`config.mk`:
```
export PLATFORM = sky130hd
export DESIGN_NAME = wave_capture_ctrl
export DESIGN_NICKNAME = d
export VERILOG_FILES = /design/src/rtl/wave_capture_ctrl.sv
export SDC_FILE = /design/constraint.sdc
export NUM_CORES = 1
export LEC_CHECK = 0
export ABC_AREA = 1
export CAP_MARGIN = 20
export CELL_PAD_IN_SITES_DETAIL_PLACEMENT = 1
export CELL_PAD_IN_SITES_GLOBAL_PLACEMENT = 1
export CORE_ASPECT_RATIO = 1.25
export CORE_MARGIN = 1
export CORE_UTILIZATION = 30
export DETAILED_ROUTE_END_ITERATION = 10
export PLACE_DENSITY_LB_ADDON = 0.1
export SYNTH_ARGS = -nofsm -noshare
export SYNTH_HDL_FRONTEND = slang
export SYNTH_SLANG_ARGS = --single-unit
export TNS_END_PERCENT = 10
```
`constraint.sdc`:
```
create_clock -name clk -period 1.65 [get_ports clk]
set_input_delay 0.33 -clock clk [delete_from_list [all_inputs] [get_ports clk]]
set_output_delay 0.33 -clock clk [all_outputs]
set_load 0.01 [all_outputs]
```
`src/rtl/wave_capture_ctrl.sv`:
```
// rtl/wave_capture_ctrl.sv - ping-pong capture controller for the waveform display RAM
// Arms on a rising zero crossing, writes one half-buffer, then flips halves during display idle.
module wave_capture_ctrl #(
  parameter int SAMPLE_WIDTH = 16,
  parameter int DEPTH_LOG2   = 9
) (
  input  logic                  clk,
  input  logic                  reset,
  input  logic                  new_sample_ready,
  input  logic [SAMPLE_WIDTH-1:0] new_sample_in,
  input  logic                  wave_display_idle,
  output logic [DEPTH_LOG2:0]   write_address,
  output logic                  write_enable,
  output logic [7:0]            write_sample,
  output logic                  read_index,
  output logic                  armed
);

  typedef enum logic [1:0] {
    ST_ARMED,
    ST_ACTIVE,
    ST_WAIT
  } state_t;

  localparam logic [DEPTH_LOG2-1:0] LAST_COUNT = '1;

  state_t                state;
  logic [DEPTH_LOG2-1:0] count;
  logic [DEPTH_LOG2-1:0] addr_lo;
  logic                  prev_neg;
  logic                  sample_neg;
  logic [7:0]            disp_sample;

  assign sample_neg  = new_sample_in[SAMPLE_WIDTH-1];
  // Top byte converted to offset binary so 0x80 is the display's zero line.
  assign disp_sample = {~new_sample_in[SAMPLE_WIDTH-1], new_sample_in[SAMPLE_WIDTH-2 -: 7]};

  // The half-select bit tracks read_index directly so writes can never land in the displayed half.
  assign write_address = {~read_index, addr_lo};

  always_ff @(posedge clk) begin
    if (reset) begin
      state        <= ST_ARMED;
      count        <= '0;
      addr_lo      <= '0;
      prev_neg     <= 1'b0;
      read_index   <= 1'b0;
      write_enable <= 1'b0;
      write_sample <= 8'h00;
      armed        <= 1'b1;
    end else begin
      write_enable <= 1'b0;
      case (state)
        ST_ARMED: begin
          if (new_sample_ready) begin
            prev_neg <= sample_neg;
            if (prev_neg && !sample_neg) begin
              write_enable <= 1'b1;
              addr_lo      <= '0;
              write_sample <= disp_sample;
              count        <= {{(DEPTH_LOG2-1){1'b0}}, 1'b1};
              state        <= ST_ACTIVE;
              armed        <= 1'b0;
            end
          end
        end

        ST_ACTIVE: begin
          if (new_sample_ready) begin
            prev_neg     <= sample_neg;
            write_enable <= 1'b1;
            addr_lo      <= count;
            write_sample <= disp_sample;
            count        <= count + 1'b1;
            if (count == LAST_COUNT) begin
              state <= ST_WAIT;
            end
          end
        end

        ST_WAIT: begin
          // Flip only during blanking so the display never sees a half-written buffer.
          if (wave_display_idle) begin
            read_index <= ~read_index;
            prev_neg   <= 1'b0;
            state      <= ST_ARMED;
            armed      <= 1'b1;
          end
        end

        default: begin
          state <= ST_ARMED;
          armed <= 1'b1;
        end
      endcase
    end
  end

endmodule
```
## After elaboration in Yosys (flattened, before gate mapping)

Cells that the tools add are included.

- Flip-flop bits (word level): 32
- Word-level logic and storage cells: 61
- Output and inout port bits: 21

- Muxes and demuxes: 29
- $add $sub $neg: 1
- Eq/ne operators: 9
- Reduce and logical (&&, ||, !) cells: 11
- Bitwise gates (word level): 3

Operators by type and width:

| operator | count |
|---|---|
| 9-bit two-way mux | 6 |
| 9-bit case mux with 2 select lines | 2 |
| 8-bit two-way mux | 3 |
| 8-bit case mux with 2 select lines | 1 |
| 2-bit two-way mux | 5 |
| 2-bit inequality test, second input constant | 5 |
| 9-bit by 1-bit adder with 9-bit output, second input constant | 1 |
| 9-bit == test, second input constant | 1 |
| 1-bit two-way mux | 8 |
| 4-bit AND reduction | 2 |
| 2-bit case mux with 3 select lines | 1 |
| 5-bit AND reduction | 1 |
| 1-bit case mux with 2 select lines | 2 |
| 2-bit nonzero test | 2 |
| 1-bit inverter | 3 |
| 1-bit case mux with 3 select lines | 1 |
| 3-bit AND reduction | 1 |
| 2-bit by 1-bit == test with 1-bit output, second input constant | 1 |
| 2-bit == test, second input constant | 1 |
| 2-bit logical NOT | 1 |
| 2-bit by 1-bit inequality test with 1-bit output, second input constant | 1 |
| 2-bit AND reduction | 1 |
| 2-bit OR reduction | 1 |
| 1-bit logical AND | 1 |
| 1-bit logical NOT | 1 |

## Depth between registers and ports, before layout

- Depth in word-level cells: 5
- Depth in mapped cells: 10

## Least setup slack after synthesis

Ideal clock, no wire load.

- Path type: register to register
- Start: register count[0]
- End: register state[1]
- Period minus slack after synthesis: 1.423 ns
- Path slack: 0.227 ns
- Stages on the path, launching flop included: 11
- Setup time: 0.070 ns
- Arrival: 1.353 ns
- Data required time: 1.580 ns
- Cell sequence: dfxtp_1 > ha_1 > nand2_1 > nor3_4 > nand2_1 > nor2_1 > ha_1 > nand2_1 > nand2_1 > nand4_1 > a21oi_1

- Word-level cells in the longest chain between the ends: 3

RTL lines:

| what | RTL line | source |
|---|---|---|
| from (decl) | 28 | `logic [DEPTH_LOG2-1:0] count;` |
| from (signal assigned) | 61 | `count <= {{(DEPTH_LOG2-1){1'b0}}, 1'b1};` |
| from (signal assigned) | 74 | `count <= count + 1'b1;` |
| 9-bit == test | 75 | `if (count == LAST_COUNT) begin` |
| 2-bit inequality test (no line) | - |  |
| 5-bit AND reduction (no line) | - |  |
| to (signal assigned) | 76 | `state <= ST_WAIT;` |
| to (signal assigned) | 86 | `state <= ST_ARMED;` |
| to (signal assigned) | 92 | `state <= ST_ARMED;` |
| to (decl) | 27 | `state_t state;` |

No other way between the ends.
A chain may end at the register's enable or synchronous reset.

## Final worst setup path

- Start: register read_index
- End: output write_address[9]

- Word-level cells in the longest chain between the ends: 1

RTL lines:

| what | RTL line | source |
|---|---|---|
| from (decl) | 15 | `output logic read_index,` |
| from (signal assigned) | 84 | `read_index <= ~read_index;` |
| 1-bit inverter | 39 | `assign write_address = {~read_index, addr_lo};` |
| to (decl) | 12 | `output logic [DEPTH_LOG2:0] write_address,` |

No other way between the ends.

==> out/results.ini <==
[grt]
grt.overflow.total = 0
grt_max_degree = 21
antenna_found_initial = 0
track_usage = 0.1575
grt_pass1_wl_um = 6016
first_global_vias = 1350

[place]
place_congestion = 0.8016
dpl.hpwl_um = 2750
io_buffer_count = 32
place_inst = 274

[timing]
worstMarginPinSlew_ps = 359.7
fin_crit_ps = 1534
skew_ps = 4.082
slew_viol_final = 0
finalSetupViolations = 0
slew_headroom = 0.7599
hold_ws_ps = 467.7
final_hold_viol_count = 0
fmax_ghz = 0.6517
post-route-period-util = 0.9300
rsz0062_at_grt = false

[logic_synthesis]
synth_top_family_by_area = simple AND/OR/NAND/NOR gates
ys_seq_elements = 32
synthDistinctLibCells = 26
synth_area_per_cell_um2 = 7.891
synth_xor_area_frac = 0
synth.net_count = 198
ys_seq_area_frac = 0.4613
synthAdderAreaFrac = 0.01802
netlist_area_um2 = 1389
synth-warning-count = 0
muxShareOfSynthArea = 0
syn_inst = 176
synth-simple-area-share = 0.3081
synth-compound-area-share = 0.1279

[floorplan]
rows = 27
fp.coreArea_um2 = 4425
die_h_um = 78.07
dieArea_um2 = 4907
dieWidth_um = 62.86
initial_core_util = 0.3138
num_io_pins = 41

[clock_network]
clk_latency_ps = 280
cts.clk_slew.worst_paths_ps = 60
cts_buffer_depth = 2
numCtsBuffers = 5
cts.sinks = 32
htree_levels = 2
cts_tree = yes
cts-root-buf = clkbuf_8
postCtsSetupBuffers = 0
hold_buffers = 0

[worst_hold_path]
whs_endpoint = addr_lo[3]
hold_path_depth = 2
hp-class = reg2reg
min_from = addr_lo[3]

[finish]
drive_above_1_share = 0.1883
diodes = 0
final_common_cell = nand2_1
syn_to_final_growth_pct = 40.54
layout.cells.non_filler = 281
nNetsFinal = 245
mostFrequentLayoutCells = nand2_1 (33), clkdlybuf4s50_1 (32), dfxtp_1 (29), nor2_1 (21), o21ai_0 (17)

[flow_run]
maxCapViolCount = 0

[route]
viasPerCell = 4.655
first_iter_violations = 20
vias = 1308
routedWlPerCell_um = 12.73
drt_first_pass_iters = 4
drtAntennaViolNets = 0
route.detailed.drc = 0
wirelength_um = 3578

[critical_path]
worstPathArrival_ps = 1200
rr_endpoint = state[1]
reg2reg_slack_ps = 150
ff2ff_path_depth = 10
timing.rr.start = count[1]
crit_fanout = 3
required_ps = 1320
cp-end-kind = primary output
critical_path_class = reg2out
cp-start-kind = register

[power_and_ir_drop]
p_per_area_nw_per_um2 = 816.2
leakagePower_nw = 0.7551
ir_worst_vdd_uv = 441.0

[outcome]
outcome = complete, no violations

## cell usage after synthesis
library cell | number | area (um^2)
nand2_1 | 34 | 127.6
dfxtp_1 | 32 | 640.6
nor2_1 | 21 | 78.83
o21ai_0 | 17 | 85.08
nand3_1 | 15 | 75.07
inv_1 | 13 | 48.80
a21oi_1 | 9 | 45.04
nand4_1 | 5 | 31.28
buf_6 | 3 | 33.78
inv_2 | 3 | 11.26
nand2_2 | 3 | 18.77
nand3b_1 | 3 | 22.52
buf_4 | 2 | 15.01
ha_1 | 2 | 25.02
nand2_4 | 2 | 22.52
nor2_2 | 2 | 12.51
a21oi_4 | 1 | 16.27
a31oi_2 | 1 | 12.51
buf_2 | 1 | 5.000
clkbuf_1 | 1 | 3.750
nand3_2 | 1 | 10.01
nor3_4 | 1 | 16.27
nor3b_2 | 1 | 12.51
o21ai_1 | 1 | 5.000
o22ai_1 | 1 | 6.260
o31ai_1 | 1 | 7.510
## per-stage QoR
stage	utilization	cell area [um^2]	setup TNS [ps]	total power, mW	setup WS [ps]
5_1_grt	0.4411	1952	0	1.683	36.60
4_1_cts	0.4368	1933	0	1.618	40.86
3_3_place_gp	0.4150	1837	0	0.9602	34.57
2_1_floorplan	-	1389	0	0.8813	227.1
6_report	0.4411	1952	0	1.593	115.6
3_5_place_dp	0.4150	1837	-47.70	0.9646	-40.69
## sequential cells by signal (all words and copies together), names as in the netlist
register and cells:
prev_neg 1, addr_lo 9, write_sample 8, read_index 1
count 9, write_enable 1, armed 1, state 2
## critical path, cell delays in order (launching register included)
cell and delay, ps:
dfxtp_1 310, inv_1 80, clkdlybuf4s50_1 540
## where the power goes
group	total (mW)	internal [mW]	switching (mW)	leakage, nW
Combinational	0.151	0.0781	0.0730	0.445
Clock	0.646	0.371	0.275	0.0503
Sequential	0.796	0.787	0.00880	0.260
Total	1.59	1.24	0.357	0.755
## metal layers
metal | up-vias | part of all wire | track usage
met5 | - | 0 | 0
met4 | 0 | 0.010 | 0.04186
met3 | 5 | 0.034 | 0.04360
met2 | 23 | 0.54 | 0.3033
met1 | 612 | 0.42 | 0.1644
li1 | 668 | - | -
## cell type report
cell class / instances / area (um^2)
fill: 534 / 2474
multi-input combinational: 121 / 645.6
sequential: 32 / 644.4
timing repair buffer: 47 / 432.9
clock buffer: 7 / 96.34
tap: 58 / 72.57
inverter: 16 / 60.06
## worst max-delay path by stage
stage | from | end | depth (start not counted)
3_5_place_dp | new_sample_in[15] | write_sample[7] | 8
2_1_floorplan | count[0] | state[1] | 10
3_3_place_gp | new_sample_in[15] | write_sample[7] | 8
4_1_cts | count[1] | state[1] | 10
5_1_grt | count[3] | state[1] | 9
6_report | read_index | write_address[9] | 2
## kinds of logic (layout without fill, tap and decap cells)
| logic type | after synthesis | count (layout) |
|---|---|---|
| adders and majority gates | 2 | 2 |
| and+or+nand+nor | 88 | 88 |
| buffers and inverters | 23 | 70 |
| AOI/OAI and AO/OA | 31 | 31 |
| DFF | 32 | 32 |
## timing repair
item                                    CTS  global route
resized for setup                         0             6
endpoints found under the setup margin    0             1
endpoints found under the hold margin     0             0
No activity file was read; power rests on OpenSTA's default activity.
